$ cat src/rtl/xgmii_frame_gen.sv
// -----------------------------------------------------------------------------
// xgmii_frame_gen
//
// Synthetic Ethernet frame source for the 64-bit XGMII TX interface of a
// 10GBASE-R PCS/PMA channel. Each frame is:
//   start word (/S/ + 6x preamble + SFD), floor(L/8) full payload words,
//   one terminate word carrying the L mod 8 leftover bytes and /T/,
//   then IFG_WORDS all-idle words.
// The payload is a raw incrementing byte pattern seeded by the low byte of
// the completed-frame counter. No FCS is appended and no deficit idle
// count is kept. The start character always sits in lane 0.
//
// Ports:
//   clk        core clock (coreclk domain)
//   rst        asynchronous, active-high reset; deassertion is synchronised
//              internally
//   enable     level; while high, frames run back-to-back separated by the IFG
//   frame_len  payload bytes after the SFD, clamped to [MIN_LEN, MAX_LEN] and
//              sampled at each frame start
//   xgmii_txd  TX data; lane n = bits [8n+7:8n], lane 0 first on the wire
//   xgmii_txc  TX control; bit n marks lane n as a control character
//   busy       high from the start word through the last IFG word
//   frame_cnt  completed frames, wraps modulo 2^CNT_WIDTH
// -----------------------------------------------------------------------------
module xgmii_frame_gen #(
  parameter int LEN_WIDTH = 14,
  parameter int MIN_LEN   = 8,
  parameter int MAX_LEN   = 9600,
  parameter int IFG_WORDS = 2,
  parameter int CNT_WIDTH = 32
) (
  input  logic                 clk,
  input  logic                 rst,
  input  logic                 enable,
  input  logic [LEN_WIDTH-1:0] frame_len,
  output logic [63:0]          xgmii_txd,
  output logic [7:0]           xgmii_txc,
  output logic                 busy,
  output logic [CNT_WIDTH-1:0] frame_cnt
);

  // ---------------------------------------------------------------------------
  // Constants and types
  // ---------------------------------------------------------------------------
  localparam logic [63:0] IDLE_WORD  = {8{8'h07}};
  localparam logic [63:0] START_WORD = 64'hD5555555555555FB;
  localparam logic [7:0]  IDLE_CTRL  = 8'hFF;
  localparam logic [7:0]  START_CTRL = 8'h01;

  localparam int GAP_W = (IFG_WORDS < 1) ? 1 : $clog2(IFG_WORDS + 1);
  localparam logic [GAP_W-1:0]     IFG_Q = GAP_W'(IFG_WORDS);
  localparam logic [LEN_WIDTH-1:0] MIN_Q = LEN_WIDTH'(MIN_LEN);
  localparam logic [LEN_WIDTH-1:0] MAX_Q = LEN_WIDTH'(MAX_LEN);

  typedef enum logic [2:0] {
    S_IDLE,
    S_START,
    S_DATA,
    S_TERM,
    S_GAP
  } state_t;

  typedef struct packed {
    logic [63:0] d;
    logic [7:0]  c;
  } xgmii_word_t;

  // ---------------------------------------------------------------------------
  // Helper functions
  // ---------------------------------------------------------------------------
  function automatic logic [LEN_WIDTH-1:0] clamp_len(input logic [LEN_WIDTH-1:0] len);
    if (len < MIN_Q)      return MIN_Q;
    else if (len > MAX_Q) return MAX_Q;
    else                  return len;
  endfunction

  // Eight consecutive pattern bytes starting at base, lane 0 first.
  function automatic xgmii_word_t data_word(input logic [7:0] base);
    xgmii_word_t w;
    w.c = 8'h00;
    w.d = '0;
    for (int j = 0; j < 8; j++) begin
      w.d[8*j +: 8] = base + 8'(j);
    end
    return w;
  endfunction

  // Lanes below r carry the leftover payload, lane r is /T/, the rest idle.
  function automatic xgmii_word_t term_word(input logic [7:0] base, input logic [2:0] r);
    xgmii_word_t w;
    w.d = '0;
    w.c = '0;
    for (int j = 0; j < 8; j++) begin
      if (j < int'(r)) begin
        w.d[8*j +: 8] = base + 8'(j);
        w.c[j]        = 1'b0;
      end else if (j == int'(r)) begin
        w.d[8*j +: 8] = 8'hFD;
        w.c[j]        = 1'b1;
      end else begin
        w.d[8*j +: 8] = 8'h07;
        w.c[j]        = 1'b1;
      end
    end
    return w;
  endfunction

  // ---------------------------------------------------------------------------
  // Reset synchroniser: assertion reaches all state immediately, release is
  // aligned to clk so the FSM never leaves reset on a partial edge.
  // ---------------------------------------------------------------------------
  logic [1:0] rst_pipe;
  logic       rst_int;

  // NOTE: sequential state is always updated with non-blocking assignments so
  // every flop samples the pre-edge value of every other flop.
  always_ff @(posedge clk or posedge rst) begin
    if (rst) rst_pipe <= 2'b11;
    else     rst_pipe <= {rst_pipe[0], 1'b0};
  end

  assign rst_int = rst_pipe[1];

  // ---------------------------------------------------------------------------
  // State
  // ---------------------------------------------------------------------------
  state_t               state, state_n;
  logic [LEN_WIDTH-1:0] len_q, len_n;    // clamped payload length of this frame
  logic [LEN_WIDTH-1:0] k_q, k_n;        // index of the next payload byte to emit
  logic [GAP_W-1:0]     gap_q, gap_n;    // idle words already emitted in GAP
  logic [CNT_WIDTH-1:0] cnt_n;
  xgmii_word_t          word_n;
  logic                 launch;
  logic [7:0]           base;
  logic [LEN_WIDTH:0]   k_plus8;

  // ---------------------------------------------------------------------------
  // Next-state and next-output logic. The output registers are loaded with
  // the word belonging to the state being entered, so a word is on the bus
  // during exactly the cycle its state is current.
  // ---------------------------------------------------------------------------
  // NOTE: every signal written here gets a default first, so no path through
  // the case statement can leave one unassigned and infer a latch.
  always_comb begin
    state_n = state;
    word_n  = '{d: IDLE_WORD, c: IDLE_CTRL};
    len_n   = len_q;
    k_n     = k_q;
    gap_n   = gap_q;
    cnt_n   = frame_cnt;
    launch  = 1'b0;

    base    = frame_cnt[7:0] + k_q[7:0];
    k_plus8 = {1'b0, k_q} + (LEN_WIDTH + 1)'(8);

    unique case (state)
      S_IDLE: launch = 1'b1;

      // k always advances in whole words, so the leftover count after the
      // last full word is simply the low three bits of the length.
      S_START, S_DATA: begin
        if (k_plus8 <= {1'b0, len_q}) begin
          state_n = S_DATA;
          word_n  = data_word(base);
          k_n     = k_plus8[LEN_WIDTH-1:0];
        end else begin
          state_n = S_TERM;
          word_n  = term_word(base, len_q[2:0]);
        end
      end

      S_TERM: begin
        cnt_n = frame_cnt + CNT_WIDTH'(1);
        if (IFG_WORDS == 0) begin
          launch = 1'b1;
        end else begin
          state_n = S_GAP;
          gap_n   = GAP_W'(1);
        end
      end

      S_GAP: begin
        if (gap_q >= IFG_Q) launch = 1'b1;
        else                gap_n  = gap_q + GAP_W'(1);
      end

      default: state_n = S_IDLE;
    endcase

    // Frame start decision, shared by IDLE and the end of the gap.
    if (launch) begin
      if (enable) begin
        state_n = S_START;
        word_n  = '{d: START_WORD, c: START_CTRL};
        len_n   = clamp_len(frame_len);
        k_n     = '0;
      end else begin
        state_n = S_IDLE;
      end
    end
  end

  // ---------------------------------------------------------------------------
  // Registers
  // ---------------------------------------------------------------------------
  always_ff @(posedge clk or posedge rst_int) begin
    if (rst_int) begin
      state     <= S_IDLE;
      len_q     <= MIN_Q;
      k_q       <= '0;
      gap_q     <= IFG_Q;
      frame_cnt <= '0;
      xgmii_txd <= IDLE_WORD;
      xgmii_txc <= IDLE_CTRL;
      busy      <= 1'b0;
    end else begin
      state     <= state_n;
      len_q     <= len_n;
      k_q       <= k_n;
      gap_q     <= gap_n;
      frame_cnt <= cnt_n;
      xgmii_txd <= word_n.d;
      xgmii_txc <= word_n.c;
      busy      <= (state_n != S_IDLE);
    end
  end

endmodule

$ cat config.mk
export PLATFORM = sky130hd
export DESIGN_NAME = xgmii_frame_gen
export DESIGN_NICKNAME = d
export VERILOG_FILES = /design/src/rtl/xgmii_frame_gen.sv
export SDC_FILE = /design/constraint.sdc
export NUM_CORES = 1
export LEC_CHECK = 0
export ABC_AREA = 1
export CAP_MARGIN = 10
export CORE_MARGIN = 10
export CORE_UTILIZATION = 56
export CTS_CLUSTER_DIAMETER = 30
export DETAILED_ROUTE_END_ITERATION = 7
export GPL_TIMING_DRIVEN = 1
export HOLD_SLACK_MARGIN = 0.15
export PLACE_DENSITY = 0.83
export RECOVER_POWER = 100
export SLEW_MARGIN = 40
export SYNTH_ARGS = -nofsm -noshare
export SYNTH_HDL_FRONTEND = slang
export SYNTH_SLANG_ARGS = --single-unit
$ cat constraint.sdc
create_clock -name clk -period 12 [get_ports clk]
set_clock_uncertainty 0.2 [all_clocks]
set_input_delay 1.8 -clock clk [delete_from_list [all_inputs] [get_ports clk]]
set_output_delay 1.8 -clock clk [all_outputs]
set_load 0.02 [all_outputs]
==> Word level (Yosys, flattened, before mapping) <==
Index checks and enable logic that the tools add are counted.
{ "op_classes": {"n_reduce_logical": 8, "add_sub_neg": 11, "muxes": 40, "order_cmp": 11, "eq_ne": 12} }
{ "op_table": {"columns": ["cell", "n"], "rows": [
  ["2-to-1 mux 72 bit", 4],
  ["2-to-1 mux 8 bit", 15],
  ["2-to-1 mux 14 bit", 6],
  ["adder 32 x 1 -> 32 bit, second input constant", 1],
  ["adder 8 x 3 -> 8 bit, second input constant", 4],
  ["adder 8 x 2 -> 8 bit, second input constant", 2],
  ["adder 14 x 4 -> 15 bit, second input constant", 1],
  ["<= comparator 15 x 14 -> 1 bit", 1],
  ["> comparator 14 bit, second input constant", 1],
  ["< comparator 14 x 4 -> 1 bit, second input constant", 1],
  ["== test 3 bit, first input constant", 4],
  ["2-to-1 mux 1 bit", 10],
  ["< comparator 3 bit, first input constant", 3],
  ["case mux 3 bit (3 select lines)", 1],
  ["adder 8 x 1 -> 8 bit, second input constant", 1],
  ["adder 8 bit", 1],
  ["== test 2 x 3 -> 1 bit, first input constant", 2],
  ["== test 3 x 2 -> 1 bit, second input constant", 2],
  ["logical NOT 3 bit", 2],
  ["< comparator 1 x 3 -> 1 bit, first input constant", 2],
  ["< comparator 2 x 3 -> 1 bit, first input constant", 2],
  ["case mux 2 bit (2 select lines)", 1],
  ["AND reduction 2 bit", 2],
  ["OR reduction 2 bit", 2],
  ["11 further kinds", 11]
]} }
{ "totals": {"elab_cells": 91, "ff_bits": 140} }

==> Depth between registers and ports, before layout <==
Gate-level depths: netlist of the first run.
{ "depth": {"ltp_word": 7, "ltp_mapped": 19} }

==> Worst setup path before layout of the first run <==
Ideal clock, no wire load.
{ "synth_path": {"path_type": "input to register", "startpoint": "input frame_len[4]", "endpoint": "register len_q[3]", "required_time_ns": 11.718, "path_stages": 8, "setup_time_ns": 0.082, "path_slack_ns": 8.946, "t_arrival_ns": 2.772, "cell_sequence": "nor3_1 nand3_1 nand3_1 nand3b_1 nand3_1 clkbuf_1 nand2_1 a22oi_1"} }
{ "synth_between": {"elab_chain_cells": 3, "elab_cells_between_ends": 4, "classes_between": "2 x order compare; 2 x mux"} }
{ "synth_lines": {"columns": ["item", "line_no", "text"], "rows": [
  ["start, declared", "35", "input logic [LEN_WIDTH-1:0] frame_len,"],
  ["> comparator 14 bit", "73", "else if (len > MAX_Q) return MAX_Q;"],
  ["2-to-1 mux 14 bit", "73", null],
  ["2-to-1 mux 14 bit (*)", "72", "if (len < MIN_Q) return MIN_Q;"],
  ["end signal, assigned", "218", "len_q <= len_n;"],
  ["end, declared", "128", "logic [LEN_WIDTH-1:0] len_q, len_n;"]
]} }
Mark *: on every way between the ends. The rest lies on a longest branch, timed or not.
A chain may end at the register's enable or synchronous reset.

==> metrics, run 1 <==
Final Routed Wirelength=19.1 mm; Clock Path Buffers=2; clk_lat worst skew=0.42 ns; global-route total usage across every layer=21.3%; Max-Cap Viols=3; Post-CTS Resized=0; WHS=0.156 ns; fill count=990; number of inserted diodes=0; Chip Width=135 µm; Ys Warns=0; Routed wire per std cell=16.0 µm; postcts setup bufs=0; top routing layer in use=met4; failing checks=capacitance limit, slew limit; post-synth top area cell=dfrtp_1; CTS buffer count=17; IO Pins=122; post-place setup slack=7.87 ns; commonest non-fill, non-tap cell in the layout=nand2_1; Clock H-tree levels=4; Die Y=135 µm; number of DRC violations after detailed-routing iteration 0=572; met2 routed WL=9.17 mm; Remaining Overflow, GRT=0; Least-Margin Pin Slew=3.86 ns; TritonRoute pass-1 iters=6; CTS Hold Bufs=0; CTS tree=done; fmax=177 MHz; die area=18200 µm²; PD cells=323 nW/µm²; commonest non-fill, non-tap cells in the layout=nand2_1 (238), dlygate4sd3_1 (108), inv_1 (105); DP Wirelength=13.6 mm; type of the worst min-delay path=flop to flop; endpoints failing hold=0; mapped cell area=7370 µm²; Core ar.=12800 µm²; Final Max Slew Viols=187; final setup margin=6.36 ns; top cells by area, synth=dfrtp_1 (34%), dfstp_2 (13%), nand2_1 (11%); number of port buffers=121; Critical Path AT=5.07 ns; largest net degree at the start of global routing=80; Worst setup EP type=asynchronous set/reset pin; Post-layout nets=1056; Synth top area share=34.3%; Rows=41; Initial Util=57.7%; Setup Viol. Count Final=0; final estimated routing congestion in global placement=0.939; Worst Path Required=11.43 ns; area grow syn2layout=23.4%; Mapped Cells=893; Max rail drop VDD=0.000133 V; final worst path period need=5.64 ns; Pleak=0.00459 µW; status=finished, violations left; Clock Sink Count=137; period utilisation layout=47.0%; Seq/Total Area, Yosys=47.1%; DR vias=6453; first-pass GRT wire length=31.4 mm; met1 wire length=7.74 mm; Max-Slew Margin vs Limit=-157%; CTS Root Cell=clkbuf_16; share of cells above drive strength 1=8.12%; Clk pin slew, worst setup/hold paths=0.05 ns; vias per cell=5.40; mean area per synthesized cell=8.26 µm²; initial antenna violation count=0; RSZ-0062 raised after global routing=no; reg2reg setup slack=6.36 ns; startpoint type of the worst setup path=flop; setup TNS=0 ns; Post-route DRC=0; number of distinct library cells after synthesis=38; Seq cells post-synth=137; CP max FO=79; vias in the first global route=6290; Final ANT Viol Nets=0; met3 WL=1.65 mm; critical path type=flop to asynchronous set/reset pin
-- final timing paths --
path / start / end / cells past startpoint
worst max-delay path: rst_pipe[1] / xgmii_txd[60] / 2
max in group clk: enable / busy / 6
worst min register to register: rst_pipe[0] / rst_pipe[1] / 0
min in group asynchronous: rst_pipe[1] / frame_cnt[12] / 1
worst max register to register: rst_pipe[1] / xgmii_txd[60] / 2
worst min-delay path: rst_pipe[0] / rst_pipe[1] / 0
-- power by group --
group	total, µW	leakage [µW]	switching, µW	internal, µW
logic	1710	0.00267	1170	540
clock network	478	0.000255	199	280
registers	750	0.00167	84.0	666
-- through the flow --
stage	std cells	total power, µW	cell area [µm²]	util, %
6_report	1194	2940	9100	71.2
5_1_grt	1194	3170	9100	71.2
4_1_cts	1194	2990	9230	72.2
3_5_place_dp	1162	2480	8680	68.0
3_3_place_gp	1162	2450	8680	67.9
2_1_floorplan	894	1970	7380	-
-- layer usage --
metal	GRT usage, %	vias up
met5	0	-
met4	10.2	0
met3	4.53	58
met2	35.4	293
met1	25.9	3045
li1	-	3057
-- synthesized netlist by cell type --
cell,number
inv_1,106
nor2_4,4
nor2_8,1
or2_1,2
a21o_1,2
dfrtp_1,101
ha_1,30
o21ai_1,1
nor4_1,3
nand3b_1,6
buf_4,2
o21ai_0,24
a31oi_1,2
buf_2,10
inv_2,4
buf_6,3
nand2_1,224
nor3_4,1
buf_1,2
a22oi_1,1
dfstp_2,36
nor3_2,2
a21oi_1,38
o21bai_1,1
and3_1,1
nand4_1,18
nand3_2,5
xor2_1,43
nand3_4,1
nor2_1,82
clkbuf_1,11
nand2_4,2
nor3_1,8
conb_1,1
nor2_2,2
xnor2_1,13
nand2_2,18
nand3_1,82
-- worst max-delay path, stage by stage, from the launching register on --
cell and delay, ns:
dfstp_2 0.36, clkinvlp_2 1.41, clkbuf_1 2.79
-- area by class of cell --
cell class / count / area (µm²) / share of cell area, %
Inverter: 110 / 414 / 4.55
Clock inverter: 10 / 70.1 / 0.770
Sequential cell: 137 / 3470 / 38.2
Clock buffer: 22 / 474 / 5.21
Timing Repair Buffer: 124 / 1220 / 13.4
Multi-Input combinational cell: 619 / 3230 / 35.5
Tap cell: 172 / 215 / 2.37
-- flip-flops by register name, summed over array words and instances, names as in the netlist --
signal and count:
xgmii_txc 8, state 3, len_q 14, busy 1
xgmii_txd 64, k_q 11, gap_q 2, frame_cnt 32
rst_pipe 2
-- cells by family after synthesis --
family / synth area share [%]
buf+inv: 7.60
flops: 47.1
other cells: 0.0509
compound gates: 4.85
xor+xnor: 6.65
fa+ha+maj: 5.09
simple gates: 28.6
No activity file was read; power rests on OpenSTA's default activity.
==> run 2: changes to the inputs <==
--- a/config.mk
+++ b/config.mk
@@ -8,12 +8,12 @@
 export ABC_AREA = 1
 export CAP_MARGIN = 10
 export CORE_MARGIN = 10
-export CORE_UTILIZATION = 56
+export CORE_UTILIZATION = 54
 export CTS_CLUSTER_DIAMETER = 30
 export DETAILED_ROUTE_END_ITERATION = 7
 export GPL_TIMING_DRIVEN = 1
 export HOLD_SLACK_MARGIN = 0.15
-export PLACE_DENSITY = 0.83
+export PLACE_DENSITY = 0.81
 export RECOVER_POWER = 100
 export SLEW_MARGIN = 40
 export SYNTH_ARGS = -nofsm -noshare
==> constraint.sdc (replaced) <==
create_clock -name clk -period 5.75 [get_ports clk]
set_clock_uncertainty 0.2 [all_clocks]
set_input_delay 0.8625 -clock clk [delete_from_list [all_inputs] [get_ports clk]]
set_output_delay 0.8625 -clock clk [all_outputs]
set_load 0.02 [all_outputs]
==> run 2 against run 1 <==
Against the previous run:
- the flow still finishes with violations (capacitance limit, slew limit)
- hold slack lost 0.00082 ns
- first-iteration DRC count grew 17%
- power grew 110%
- design area grew 0.94%
- utilization shrank 2.2 points
- clock power grew 140%
- fmax grew 30%
- global-route usage shrank 1.3 points
- sequential share of layout area shrank 0.35 points
- worst setup slack lost 4.9 ns
- critical path depth grew 13
==> metrics, run 2 (same netlist as run 1, synthesis figures left out) <==
endpoints failing hold=0; initial antenna violation count=0; largest net degree at the start of global routing=70; Pleak=0.00463 µW; Remaining Overflow, GRT=0; commonest non-fill, non-tap cell in the layout=nand2_1; critical path type=flop to flop; Clk pin slew, worst setup/hold paths=0.06 ns; Die Y=137 µm; CTS tree=done; Final ANT Viol Nets=0; DR vias=6300; Routed wire per std cell=15.7 µm; TritonRoute pass-1 iters=5; PD cells=675 nW/µm²; Post-layout nets=1056; Max rail drop VDD=0.000317 V; first-pass GRT wire length=30.0 mm; global-route total usage across every layer=20.1%; area grow syn2layout=24.5%; IO Pins=122; Setup Viol. Count Final=0; period utilisation layout=75.2%; startpoint type of the worst setup path=flop; RSZ-0062 raised after global routing=no; GR Layer Usage met2=33.9%; GR met1 Demand/Resource=24.7%; max reg flops=64; Max-Slew Margin vs Limit=-84.8%; clk_lat worst skew=0.43 ns; Final Max Slew Viols=138; Final Routed Wirelength=18.8 mm; GRT met3 Usage=4.62%; CP max FO=29; DP Wirelength=13.5 mm; status=finished, violations left; top flop regs=xgmii_txd x64, frame_cnt x32, len_q x14; most used routing layer=met2; hold_sp=rst_pipe[0]; Clock Path Buffers=2; setup TNS=0 ns; Post-CTS Resized=0; commonest non-fill, non-tap cells in the layout=nand2_1 (238), dlygate4sd3_1 (107), inv_1 (105); type of the worst min-delay path=flop to flop; number of DRC violations after detailed-routing iteration 0=667; Top reg by flops=xgmii_txd; Rows=42; Post-route DRC=0; die area=18700 µm²; final worst path period need=4.33 ns; Worst setup EP type=flop; final setup margin=1.42 ns; share of cells above drive strength 1=8.32%; post-place setup slack=1.85 ns; Clock H-tree levels=4; Chip Width=137 µm; CTS Hold Bufs=0; Critical Path Source=k_q[3]; number of port buffers=121; Initial Util=55.4%; Critical Path AT=4.47 ns; fill count=1083; Core ar.=13300 µm²; vias per cell=5.26; R2R Path Start=k_q[3]; postcts setup bufs=0; CTS Root Cell=clkbuf_16; number of inserted diodes=0; CTS buffer count=17; vias in the first global route=6103; Max-Cap Viols=2; Clock Sink Count=137; Least-Margin Pin Slew=2.76 ns; final estimated routing congestion in global placement=0.943; fmax=231 MHz; Worst Path Required=5.90 ns; failing checks=capacitance limit, slew limit
==> run 2: cell count changes in the layout (fill, tap and decap cells not counted), sizes merged <==
| cell | before | now |
|---|---|---|
| clkinv | 4 | 5 |
| clkbuf | 25 | 22 |
| dlygate4sd3 | 108 | 107 |
| clkdlybuf4s50 | 13 | 14 |
| bufinv | 0 | 3 |
| buf | 0 | 1 |
| clkinvlp | 6 | 4 |
==> run 2: power by group <==
group          internal, µW  leakage [µW]  switching (µW)  total (µW)
clock network           700      0.000289             430        1130
registers              1390       0.00167             174        1560
logic                  1120       0.00267            2390        3510
==> run 2: final cells by class <==
cell class | count | area, µm² | share of cell area [%]
Clock buffer | 20 | 447 | 4.87
Clock inverter | 12 | 168 | 1.83
Inverter | 110 | 414 | 4.51
Multi-Input combinational cell | 619 | 3230 | 35.2
Sequential cell | 137 | 3470 | 37.8
Tap cell | 176 | 220 | 2.40
Timing Repair Buffer | 124 | 1230 | 13.4
==> run 2: critical path, cell delays in order (launching register included) <==
cell and delay (ns):
dfrtp_1 0.41, ha_1 0.24, nand3_1 0.13, nor4_1 0.28, nand2_1 0.11, xor2_1 0.15
inv_1 0.07, ha_1 0.26, and3_1 0.19, nand2_1 0.06, nand2_1 0.04, nand2_1 0.36
nand2_1 0.69, nand2_1 0.50, nand2_1 0.22, or2_1 0.32
==> run 2: stage by stage <==
step	area [µm²]	power (µW)	instances	hold WS [ns]	utilization, %
finish	9180	6200	1198	0.155	69.1
global route	9180	6680	1198	0.160	69.1
CTS	9300	6340	1198	0.157	70.0
detailed placement	8690	5170	1166	0.149	65.3
global placement	8680	5110	1166	0.145	65.3
floorplan	7380	4120	894	0.145	-
==> run 2: per-layer routing <==
layer	wire length, µm	vias to the layer above	share of wire (%)
met5	0	-	0
met4	239	0	1.3
met3	1450	26	7.7
met2	9220	223	49
met1	7940	2989	42
li1	-	3062	-
==> run 2: worst paths after layout <==
check / cells after the start / slack, ns / endpoint
max: 15 / 1.42 / xgmii_txd[10]
min: 0 / 0.16 / rst_pipe[1]
max reg2reg: 15 / 1.42 / xgmii_txd[10]
min reg2reg: 0 / 0.16 / rst_pipe[1]
max in group asynchronous: 2 / 1.92 / xgmii_txd[55]
min in group asynchronous: 2 / 0.69 / rst_pipe[0]
==> run 3: changes to the inputs <==
==> constraint.sdc (replaced) <==
create_clock -name clk -period 4.19 [get_ports clk]
set_clock_uncertainty 0.2 [all_clocks]
set_input_delay 0.6285 -clock clk [delete_from_list [all_inputs] [get_ports clk]]
set_output_delay 0.6285 -clock clk [all_outputs]
set_load 0.02 [all_outputs]
==> run 3 against run 2 <==
Against the previous run:
- highest routed layer unchanged
- the run still ends with capacitance limit, slew limit left
- utilization is 0.35 points lower
- count of clock-buffer cells in the layout is 1 lower
- critical path type unchanged
- critical path depth is 2 higher
==> metrics, run 3 (same netlist as run 1, synthesis figures left out) <==
status=finished, violations left; failing checks=capacitance limit, slew limit; CTS tree=done; Slowest-stage cell, CP=dfrtp_1; CP top delay family=simple AND/OR/NAND/NOR gates; Internal=4310 µW; vias in the first global route=6050; Clk pin slew, worst setup/hold paths=0.06 ns; sequential power share=25.4%; R2R Path Start=k_q[4]; hold path depth=0; Post-route DRC=0; Die Y=137 µm; R2R Path End=xgmii_txd[57]; hold_sp=rst_pipe[0]; Core ar.=13300 µm²; cells on worst reg2reg path=17; max reg flops=64; Final Max Slew Viols=101; RSZ-0062 raised after global routing=no; clk_lat worst skew=0.42 ns; DP Wirelength=13.7 mm; vias per cell=5.25; Worst setup EP type=flop; type of the worst min-delay path=flop to flop; CTS buffer count=17; startpoint type of the worst setup path=flop; Remaining Overflow, GRT=0; DR vias=6299; fill count=1102; top flop regs=xgmii_txd x64, frame_cnt x32, len_q x14; Max stage delay on crit path=0.39 ns; Post-Place Cells=1168; die area=18700 µm²; Clock H-tree levels=4; Worst Path Required=4.33 ns; crit path cell chain=ha_1 > nand3_1 > nor4_1 > nand2_1 > xor2_1 > inv_1 > ha_1 > and3_1 > nand2_1 > nand2_1 > nand2_1 > nand2_1 > buf_4 > nand2_1 > nand2_2 > nand2_1 > nand2_1; area grow syn2layout=23.9%; number of DRC violations after detailed-routing iteration 0=576; Worst Hold Path EP=rst_pipe[1]; Max-Slew Margin vs Limit=-47.8%; Clk pwr share=16.9%; Final ANT Viol Nets=0; Max rail drop VDD=0.000518 V; Top reg by flops=xgmii_txd; IO Pins=122; largest net degree at the start of global routing=85; setup TNS=0 ns; period utilisation layout=89.1%; fmax=268 MHz; Rows=42; Clock Sink Count=137; postcts setup bufs=0; TritonRoute pass-1 iters=8; Least-Margin Pin Slew=2.22 ns; final worst path period need=3.73 ns; Routed wire per std cell=15.7 µm; final instance count without filler cells=1200; Chip Width=137 µm; Pleak=0.00463 µW; PD cells=923 nW/µm²; CP max FO=14; global-route total usage across every layer=20.1%; Clock Path Buffers=2; Post-layout nets=1058; Max-Cap Viols=2; Post-CTS Resized=0; commonest non-fill, non-tap cells in the layout=nand2_1 (236), inv_1 (106), dlygate4sd3_1 (106); Net Sw Frac=48.8%; final estimated routing congestion in global placement=0.935; Initial Util=55.4%; combinational share of power=57.7%; Critical Path AT=3.88 ns; Final Routed Wirelength=18.9 mm; number of port buffers=121; CTS Hold Bufs=0; share of cells above drive strength 1=8.40%; Crit path buffers/inverters=2; number of inserted diodes=0; reg2reg setup slack=0.46 ns; critical path type=flop to flop; CTS Root Cell=clkbuf_16; P_sw=4110 µW; CP most frequent cell=nand2_1; commonest non-fill, non-tap cell in the layout=nand2_1; initial antenna violation count=0; Setup Viol. Count Final=0; first-pass GRT wire length=30.0 mm; endpoints failing hold=0
## run 3: cell types whose count changed in the layout (fill, tap and decap cells not counted), sizes merged
cell / before / now
inv: 110 / 114
bufinv: 3 / 1
clkinv: 5 / 3
buf: 1 / 2
clkdlybuf4s50: 14 / 15
clkinvlp: 4 / 5
dlygate4sd3: 107 / 106
## run 3: through the flow
| stage | hold WS, ns | total power, µW | setup slack (ns) | utilization (%) | cell area [µm²] |
|---|---|---|---|---|---|
| 2_1_floorplan | 0.145 | 5650 | 0.103 | - | 7380 |
| 3_3_place_gp | 0.146 | 7010 | 0.802 | 65.5 | 8710 |
| 3_5_place_dp | 0.147 | 7110 | 0.669 | 65.5 | 8710 |
| 4_1_cts | 0.156 | 8620 | 0.657 | 69.8 | 9270 |
| 5_1_grt | 0.161 | 9090 | 0.120 | 68.7 | 9140 |
| 6_report | 0.154 | 8430 | 0.455 | 68.7 | 9140 |
## run 3: layer usage
layer / vias to the layer above / track usage [%] / part of all wire [%]
li1: 3052 / - / -
met1: 2984 / 24.8 / 41
met2: 237 / 34.5 / 49
met3: 26 / 5.50 / 8.1
met4: 0 / 4.63 / 1.3
met5: - / 0 / 0
## run 3: cell type report
cell class | instances | area (µm²) | share of cell area [%]
clock buffer | 19 | 443 | 4.85
clock inverter | 13 | 119 | 1.30
inverter | 110 | 414 | 4.53
multi-input combinational | 619 | 3220 | 35.3
sequential | 137 | 3470 | 38.0
tap | 176 | 220 | 2.41
timing repair buffer | 126 | 1240 | 13.6
## run 3: power groups by stage
stage               clock (µW)  sequential, µW  combinational [µW]
floorplan                    0            2510                3140
global placement             0            2170                4840
CTS                       1450            2170                5000
global route              1500            2200                5390
finish                    1420            2140                4860
detailed placement           0            2190                4930
## run 3: how the worst max path moves through the flow
stage,from,end,slack [ns],depth (start not counted)
global placement,k_q[3],xgmii_txd[10],0.80,15
floorplan,rst_pipe[1],busy,0.10,1
finish,k_q[4],xgmii_txd[57],0.46,17
global route,k_q[3],xgmii_txd[62],0.12,16
detailed placement,k_q[3],k_q[13],0.67,14
CTS,k_q[4],xgmii_txd[10],0.66,15
